**src/rtl/mem_line_arbiter.sv**
```systemverilog
// Arbiter that shares one line-granular memory port between ICache refill
// reads, DCache refill reads and DCache write-backs. One transaction is in
// flight at a time. Addresses are line-aligned at grant, and each response
// goes back to the requester that won the grant.
module mem_line_arbiter #(
  parameter int LINE_WIDTH  = 256,
  parameter int ADDR_WIDTH  = 32,
  parameter int OFFSET_BITS = 5
) (
  input  logic                  clk,
  input  logic                  rst,
  input  logic                  ic_rd_req,
  input  logic [ADDR_WIDTH-1:0] ic_rd_addr,
  output logic                  ic_ret_valid,
  output logic [LINE_WIDTH-1:0] ic_ret_data,
  input  logic                  dc_rd_req,
  input  logic [ADDR_WIDTH-1:0] dc_rd_addr,
  output logic                  dc_ret_valid,
  output logic [LINE_WIDTH-1:0] dc_ret_data,
  input  logic                  dc_wr_req,
  input  logic [ADDR_WIDTH-1:0] dc_wr_addr,
  input  logic [LINE_WIDTH-1:0] dc_wr_data,
  output logic                  dc_wr_done,
  output logic                  mem_req,
  output logic                  mem_we,
  output logic [ADDR_WIDTH-1:0] mem_addr,
  output logic [LINE_WIDTH-1:0] mem_wdata,
  input  logic                  mem_ready,
  input  logic                  mem_rvalid,
  input  logic [LINE_WIDTH-1:0] mem_rdata,
  input  logic                  mem_bvalid,
  output logic                  busy
);

  typedef enum logic [1:0] {IDLE, ISSUE, WAIT, RESP} state_t;
  typedef enum logic [1:0] {G_NONE, G_IC, G_DC_RD, G_DC_WR} grant_t;

  // Clears the byte-offset bits so every memory access is a whole line.
  localparam logic [ADDR_WIDTH-1:0] LINE_MASK =
    ~((ADDR_WIDTH'(1) << OFFSET_BITS) - ADDR_WIDTH'(1));

  state_t                state_reg, state_next;
  grant_t                grant_reg, grant_next;
  logic                  last_rd_ic_reg;   // 1: last read grant went to the ICache
  logic                  we_reg;
  logic [ADDR_WIDTH-1:0] addr_reg;
  logic [LINE_WIDTH-1:0] wdata_reg;
  logic [LINE_WIDTH-1:0] ic_data_reg;
  logic [LINE_WIDTH-1:0] dc_data_reg;
  logic [ADDR_WIDTH-1:0] sel_addr;
  logic                  resp_match;
  logic                  resp_taken;

  // A write completes on mem_bvalid, a read on mem_rvalid; the other is ignored.
  assign resp_match = (grant_reg == G_DC_WR) ? mem_bvalid : mem_rvalid;
  assign resp_taken = resp_match &&
                      (((state_reg == ISSUE) && mem_ready) || (state_reg == WAIT));

  // Next-state, arbitration and grant-address selection.
  always_comb begin
    state_next = state_reg;
    grant_next = grant_reg;
    sel_addr   = '0;
    case (state_reg)
      IDLE: begin
        // Write-back first so a dirty victim reaches memory before its refill.
        if (dc_wr_req)                    grant_next = G_DC_WR;
        else if (ic_rd_req && dc_rd_req)  grant_next = last_rd_ic_reg ? G_DC_RD : G_IC;
        else if (ic_rd_req)               grant_next = G_IC;
        else if (dc_rd_req)               grant_next = G_DC_RD;
        else                              grant_next = G_NONE;
        if (grant_next != G_NONE) state_next = ISSUE;
      end
      ISSUE: begin
        if (mem_ready) state_next = resp_match ? RESP : WAIT;
      end
      WAIT: begin
        if (resp_match) state_next = RESP;
      end
      RESP: begin
        state_next = IDLE;
        grant_next = G_NONE;
      end
      default: begin
        state_next = IDLE;
        grant_next = G_NONE;
      end
    endcase
    case (grant_next)
      G_IC:    sel_addr = ic_rd_addr;
      G_DC_RD: sel_addr = dc_rd_addr;
      G_DC_WR: sel_addr = dc_wr_addr;
      default: sel_addr = '0;
    endcase
  end

  // State, grant, latched request fields and returned line data.
  always_ff @(posedge clk) begin
    if (!rst) begin
      state_reg      <= IDLE;
      grant_reg      <= G_NONE;
      last_rd_ic_reg <= 1'b0;
      we_reg         <= 1'b0;
      addr_reg       <= '0;
      wdata_reg      <= '0;
      ic_data_reg    <= '0;
      dc_data_reg    <= '0;
    end else begin
      state_reg <= state_next;
      grant_reg <= grant_next;
      if ((state_reg == IDLE) && (grant_next != G_NONE)) begin
        addr_reg  <= sel_addr & LINE_MASK;
        we_reg    <= (grant_next == G_DC_WR);
        wdata_reg <= (grant_next == G_DC_WR) ? dc_wr_data : '0;
        if (grant_next == G_IC)    last_rd_ic_reg <= 1'b1;
        if (grant_next == G_DC_RD) last_rd_ic_reg <= 1'b0;
      end
      if (resp_taken && (grant_reg == G_IC))    ic_data_reg <= mem_rdata;
      if (resp_taken && (grant_reg == G_DC_RD)) dc_data_reg <= mem_rdata;
    end
  end

  assign mem_req      = (state_reg == ISSUE);
  assign mem_we       = we_reg;
  assign mem_addr     = addr_reg;
  assign mem_wdata    = wdata_reg;
  assign busy         = (state_reg != IDLE);
  assign ic_ret_valid = (state_reg == RESP) && (grant_reg == G_IC);
  assign dc_ret_valid = (state_reg == RESP) && (grant_reg == G_DC_RD);
  assign dc_wr_done   = (state_reg == RESP) && (grant_reg == G_DC_WR);
  assign ic_ret_data  = ic_data_reg;
  assign dc_ret_data  = dc_data_reg;

endmodule

```
**config.mk**
```make
export PLATFORM = sky130hd
export DESIGN_NAME = mem_line_arbiter
export DESIGN_NICKNAME = d
export VERILOG_FILES = /design/src/rtl/mem_line_arbiter.sv
export SDC_FILE = /design/constraint.sdc
export NUM_CORES = 2
export LEC_CHECK = 0
export ABC_AREA = 1
export BUFFER_PORTS_ARGS = -buffer_cell sky130_fd_sc_hd__buf_2
export CAP_MARGIN = 20
export CORE_AREA = 2 2 551 553
export DETAILED_ROUTE_END_ITERATION = 8
export DIE_AREA = 0 0 553 555
export PLACE_DENSITY = 0.35
export SETUP_SLACK_MARGIN = 0.02
export SLEW_MARGIN = 30
export SYNTH_ARGS = -nofsm -noshare
export SYNTH_HDL_FRONTEND = slang
export SYNTH_SLANG_ARGS = --single-unit
```
**constraint.sdc**
```tcl
create_clock -name clk -period 3.5 [get_ports clk]
set_input_delay 0.175 -clock clk [delete_from_list [all_inputs] [get_ports clk]]
set_output_delay 0.175 -clock clk [all_outputs]
set_load 0.02 [all_outputs]
```
Word-level counts from Yosys, hierarchy flattened
Index checks and enable logic that the tools add are counted.
{"block": "word_totals", "ff_bits": 801, "output_inout_bits": 806, "wordCells": 54}
{"block": "op_classes", "n_eq_ne": 12, "n_mux": 17, "reduce_logical": 17}
{"cell": "256-bit 2-to-1 mux", "count": 1}
{"cell": "32-bit one-hot mux with 3 select lines", "count": 1}
{"cell": "2-bit 2-to-1 mux", "count": 9}
{"cell": "2-bit equality test (second input constant)", "count": 6}
{"cell": "1-bit logical AND", "count": 9}
{"cell": "2-bit one-hot mux with 4 select lines", "count": 1}
{"cell": "2-bit nonzero test", "count": 4}
{"cell": "2-bit by 1-bit equality test with 1-bit output (second input constant)", "count": 3}
{"cell": "1-bit 2-to-1 mux", "count": 4}
{"cell": "2-bit inequality test (second input constant)", "count": 2}
{"cell": "2-bit one-hot mux with 2 select lines", "count": 1}
{"cell": "3-bit AND reduction", "count": 1}
{"cell": "2-bit logical NOT", "count": 1}
{"cell": "2-bit by 1-bit inequality test with 1-bit output (second input constant)", "count": 1}
{"cell": "2-bit AND reduction", "count": 1}
{"cell": "1-bit logical OR", "count": 1}

Depth between registers and ports, before layout
{"block": "depth", "word_depth": 9, "depth_mapped": 13}

Least setup slack after synthesis
Ideal clock, no wire load.
{"block": "synth_timing", "path_kind": "flip-flop to flip-flop", "startpoint": "register state_reg[0]", "endpoint": "register addr_reg[11], in the netlist mem_addr[11]", "setup_time_ps": 70, "arrival_ps": 2236, "setup_slack_ps": 1194, "path_stages_with_launch": 14, "synth_period_minus_slack_ps": 2306, "cell_sequence": "dfxtp_1 inv_1 ha_1 inv_1 nand3_1 nand2_1 inv_1 ha_1 nor2_2 inv_2 nor2_2 buf_2 nand2_1 a21oi_1"}
{"block": "synth_between", "elab_chain_len": 4, "word_cells_on_any_way": 9, "classes_between": "4 x eq/ne; 2 x mux; 3 x reduce/logical"}
{"item": "start, declared", "line_no": "42", "text": "state_t state_reg, state_next;"}
{"item": "start signal, assigned", "line_no": "109", "text": "state_reg <= state_next;"}
{"item": "2-bit equality test / 2-bit logical NOT (equally long branches)", "line_no": "64", "text": "case (state_reg)"}
{"item": "2-bit one-hot mux with 2 select lines (*)", "line_no": "64"}
{"item": "via grant_next[0]", "line_no": "43", "text": "grant_t grant_reg, grant_next;"}
{"item": "2-bit equality test, or another cell as far along", "line_no": "89", "text": "case (grant_next)"}
{"item": "32-bit one-hot mux with 3 select lines / 1-bit logical AND (equally long branches)", "line_no": "89, 111"}
{"item": "end signal, assigned", "line_no": "112", "text": "addr_reg <= sel_addr & LINE_MASK;"}
{"item": "end, declared", "line_no": "46", "text": "logic [ADDR_WIDTH-1:0] addr_reg;"}
Mark *: on every way through the listed nets, which the timed path passes. The rest lies on a longest branch.
A chain may end at the register's enable or synchronous reset.

Worst setup path after layout
{"block": "layout_timing", "startpoint": "register state_reg[0]", "endpoint": "register addr_reg[20], in the netlist mem_addr[20]"}
The elaborated chain is that of the path after synthesis.

==> results.py <==
metrics = {
    "worst_setup_path": {
        "cp.required_ns": 4.25,
        "r2r_cells": 12,
        "critPathArrivalTime_ns": 3.92,
        "start_kind": "register",
        "crit_chain": "inv_1 > ha_1 > inv_1 > nand3_1 > nand2_1 > ha_1 > buf_4 > nand2_1 > nand3_1 > dlygate4sd3_1 > nand2_1 > a21oi_1",
        "critPathMaxStageDelay_ns": 0.63,
        "cp-end-kind": "register",
        "cpMostUsedCell": "nand2_1",
        "worst-setup-path-type": "register to register",
        "cp_max_fo": 11,
        "slowest_stage": "ha_1",
    },
    "sta": {
        "final_min_period_over_clock_period_pct": 90.5,
        "drv_slew": 0,
        "max_slew.worst_pin.slew_ns": 0.919,
        "timing.fmax_ghz": 0.316,
        "finalHoldViolCount": 0,
        "period_needed_ns": 3.17,
        "relSlewSlack_pct": 38.7,
        "setup_tns_ns": 0,
        "setup_viol": 0,
        "rsz0062_at_grt": "no",
        "fin_worst_skew_ns": 0.0325,
    },
    "floorplan": {
        "coreArea_um2": 301000,
        "die_area_um2": 307000,
        "ios": 1422,
        "fp.dieW_um": 553,
        "rows": 202,
        "die_h_um": 555,
        "start_util_pct": 10.1,
    },
    "synthesis": {
        "synth_ff_type": "dfxtp_1",
        "synthSimpleGateAreaFrac_pct": 27.0,
        "synth_area_um2": 30400,
        "syn_area_per_cell_um2": 8.02,
        "yosysWarnings": 0,
        "synth_fa_ha_area_share_pct": 0.453,
        "synth_top_family_by_area": "simple AND/OR/NAND/NOR gates",
        "ys_seq_area_share_pct": 52.7,
        "synthMuxAreaShare_pct": 0,
        "synth_compound_area_share_pct": 13.2,
        "synth_edf_count": 0,
        "synth_xor_area_share_pct": 0,
        "synth_seq_cells": 801,
        "postSynthCellCount": 3790,
        "synth_cell_types": 24,
        "synth-async-reset-ratio_pct": 0,
    },
    "min_path": {
        "min_delay_path_depth": 8,
        "hp-class": "primary input to register",
    },
    "clocking": {
        "cts.sink_count": 801,
        "cts_setup_buffers": 0,
        "cts.clk_slew.worst_paths_ns": 0.06,
        "root_buffer": "clkbuf_16",
        "cts_htree_levels": 3,
        "tritoncts": "built",
        "cts_max_path_buffers": 4,
        "clk_latency_ns": 0.82,
        "cts_made_buffers": 108,
    },
    "placement": {
        "gp_congestion": 0.931,
        "hpwl_um": 169000,
        "port_buffers": 1401,
    },
    "run_status": {
        "status": "completed",
    },
    "finish": {
        "fin_nets": 6209,
        "layout-drive-gt1-share_pct": 30.0,
        "synthToLayoutAreaGrowth_pct": 68.6,
        "postLayoutCoreUtil_pct": 17.0,
        "final_common_cell": "buf_2",
        "layout_common_cells": "buf_2 (1401), nand2_1 (922), dfxtp_1 (801), a21oi_1 (797), dlygate4sd3_1 (576)",
    },
    "grt": {
        "antenna_found_initial": 87,
        "grt_pass1_vias": 35900,
        "gr-usage-all-layers_pct": 13.4,
        "overflow": 0,
        "grt_max_degree": 142,
        "grt_pass1_wl_um": 294000,
    },
    "pwr": {
        "power.density_nw_per_um2": 651,
        "p_leak_nw": 20.2,
        "ir_drop_v": 0.000744,
    },
    "route": {
        "drt_iter0_drc": 2366,
        "drt_wl_total_um": 215000,
        "dr.pass1.iters": 6,
        "routedWlPerCell_um": 22.2,
        "viasPerCell": 3.72,
        "postRouteAntennaNets": 0,
        "drc": 0,
        "vias": 36000,
    },
    "job": {
        "drv_cap": 0,
    },
}
per-stage QoR:
| stage | hold slack (ns) | cell area, um2 | setup slack (ns) | std cells | power (mW) |
|---|---|---|---|---|---|
| global placement | 0.445 | 41800 | 0.662 | 8874 | 21.5 |
| global route | 0.117 | 51200 | 0.0778 | 9660 | 35.2 |
| CTS | 0.000544 | 51200 | 0.306 | 9638 | 34.1 |
| floorplan | 0.295 | 30400 | 1.19 | 3794 | 16.6 |
| finish | 0.109 | 51300 | 0.332 | 9682 | 33.4 |
| detailed placement | 0.449 | 41800 | 0.637 | 8874 | 21.5 |
path summary, 6_finish.rpt:
kind / slack, ns / end / start
max: 0.33 / mem_addr[20] / state_reg[0]
min: 0.11 / state_reg[0] / mem_bvalid
max reg2reg: 0.33 / mem_addr[20] / state_reg[0]
min reg2reg: 0.46 / dc_ret_data[182] / dc_ret_data[182]
layout make-up:
class,instances,area [um2]
well taps,3978,4980
clock inverters,28,378
clock buffers,160,3190
inverters,15,71.3
repair buffers,2096,14100
flip-flops and latches,801,16000
fillers,34500,250000
multi-input cells,2560,12400
diodes,44,110
worst max-delay path: cells and delay by family, from the launching register on:
family,cells,cell delay [ns]
AO/OA/AOI/OAI,1,0.12
adder cells (fa/ha/maj),2,0.96
buffers and inverters,4,1.05
flip-flops,1,0.42
AND/OR/NAND/NOR,5,0.56
cells in the mapped netlist, types with 2 or more instances:
cell type	n	share of area (%)
inv_2	3	0.037
buf_2	131	2.2
a21oi_1	797	13
buf_6	16	0.59
ha_1	11	0.45
nor3_1	2	0.033
nand4_1	512	11
clkbuf_1	243	3.0
nor2_1	12	0.15
buf_1	4	0.049
inv_1	12	0.15
buf_4	23	0.57
nand2_1	923	11
nor2_2	2	0.041
dfxtp_1	801	53
nand3_1	290	4.8
power breakdown:
group | total, mW | internal (mW) | switching [mW]
clock | 11.4 | 6.79 | 4.62
combinational | 11.9 | 3.32 | 8.58
sequential | 10.1 | 9.75 | 0.356
metal layers:
layer	share of wire, %	GRT usage [%]
met3	8.3	4.59
met4	4.8	5.90
met5	0.14	0
met1	38	14.4
met2	49	23.6
timing repair:
item | in CTS | in global routing
resized for setup | 0 | 0
endpoints found under the hold margin | 800 | 0
hold buffers | 576 | 0
kinds of logic after synthesis:
group,count (synthesis)
and+or+nand+nor,1744
DFF,801
AOI/OAI and AO/OA,800
buffers and inverters,433
adders and majority gates,11
other,1
Note: power is estimated with default switching activity, not from simulation.
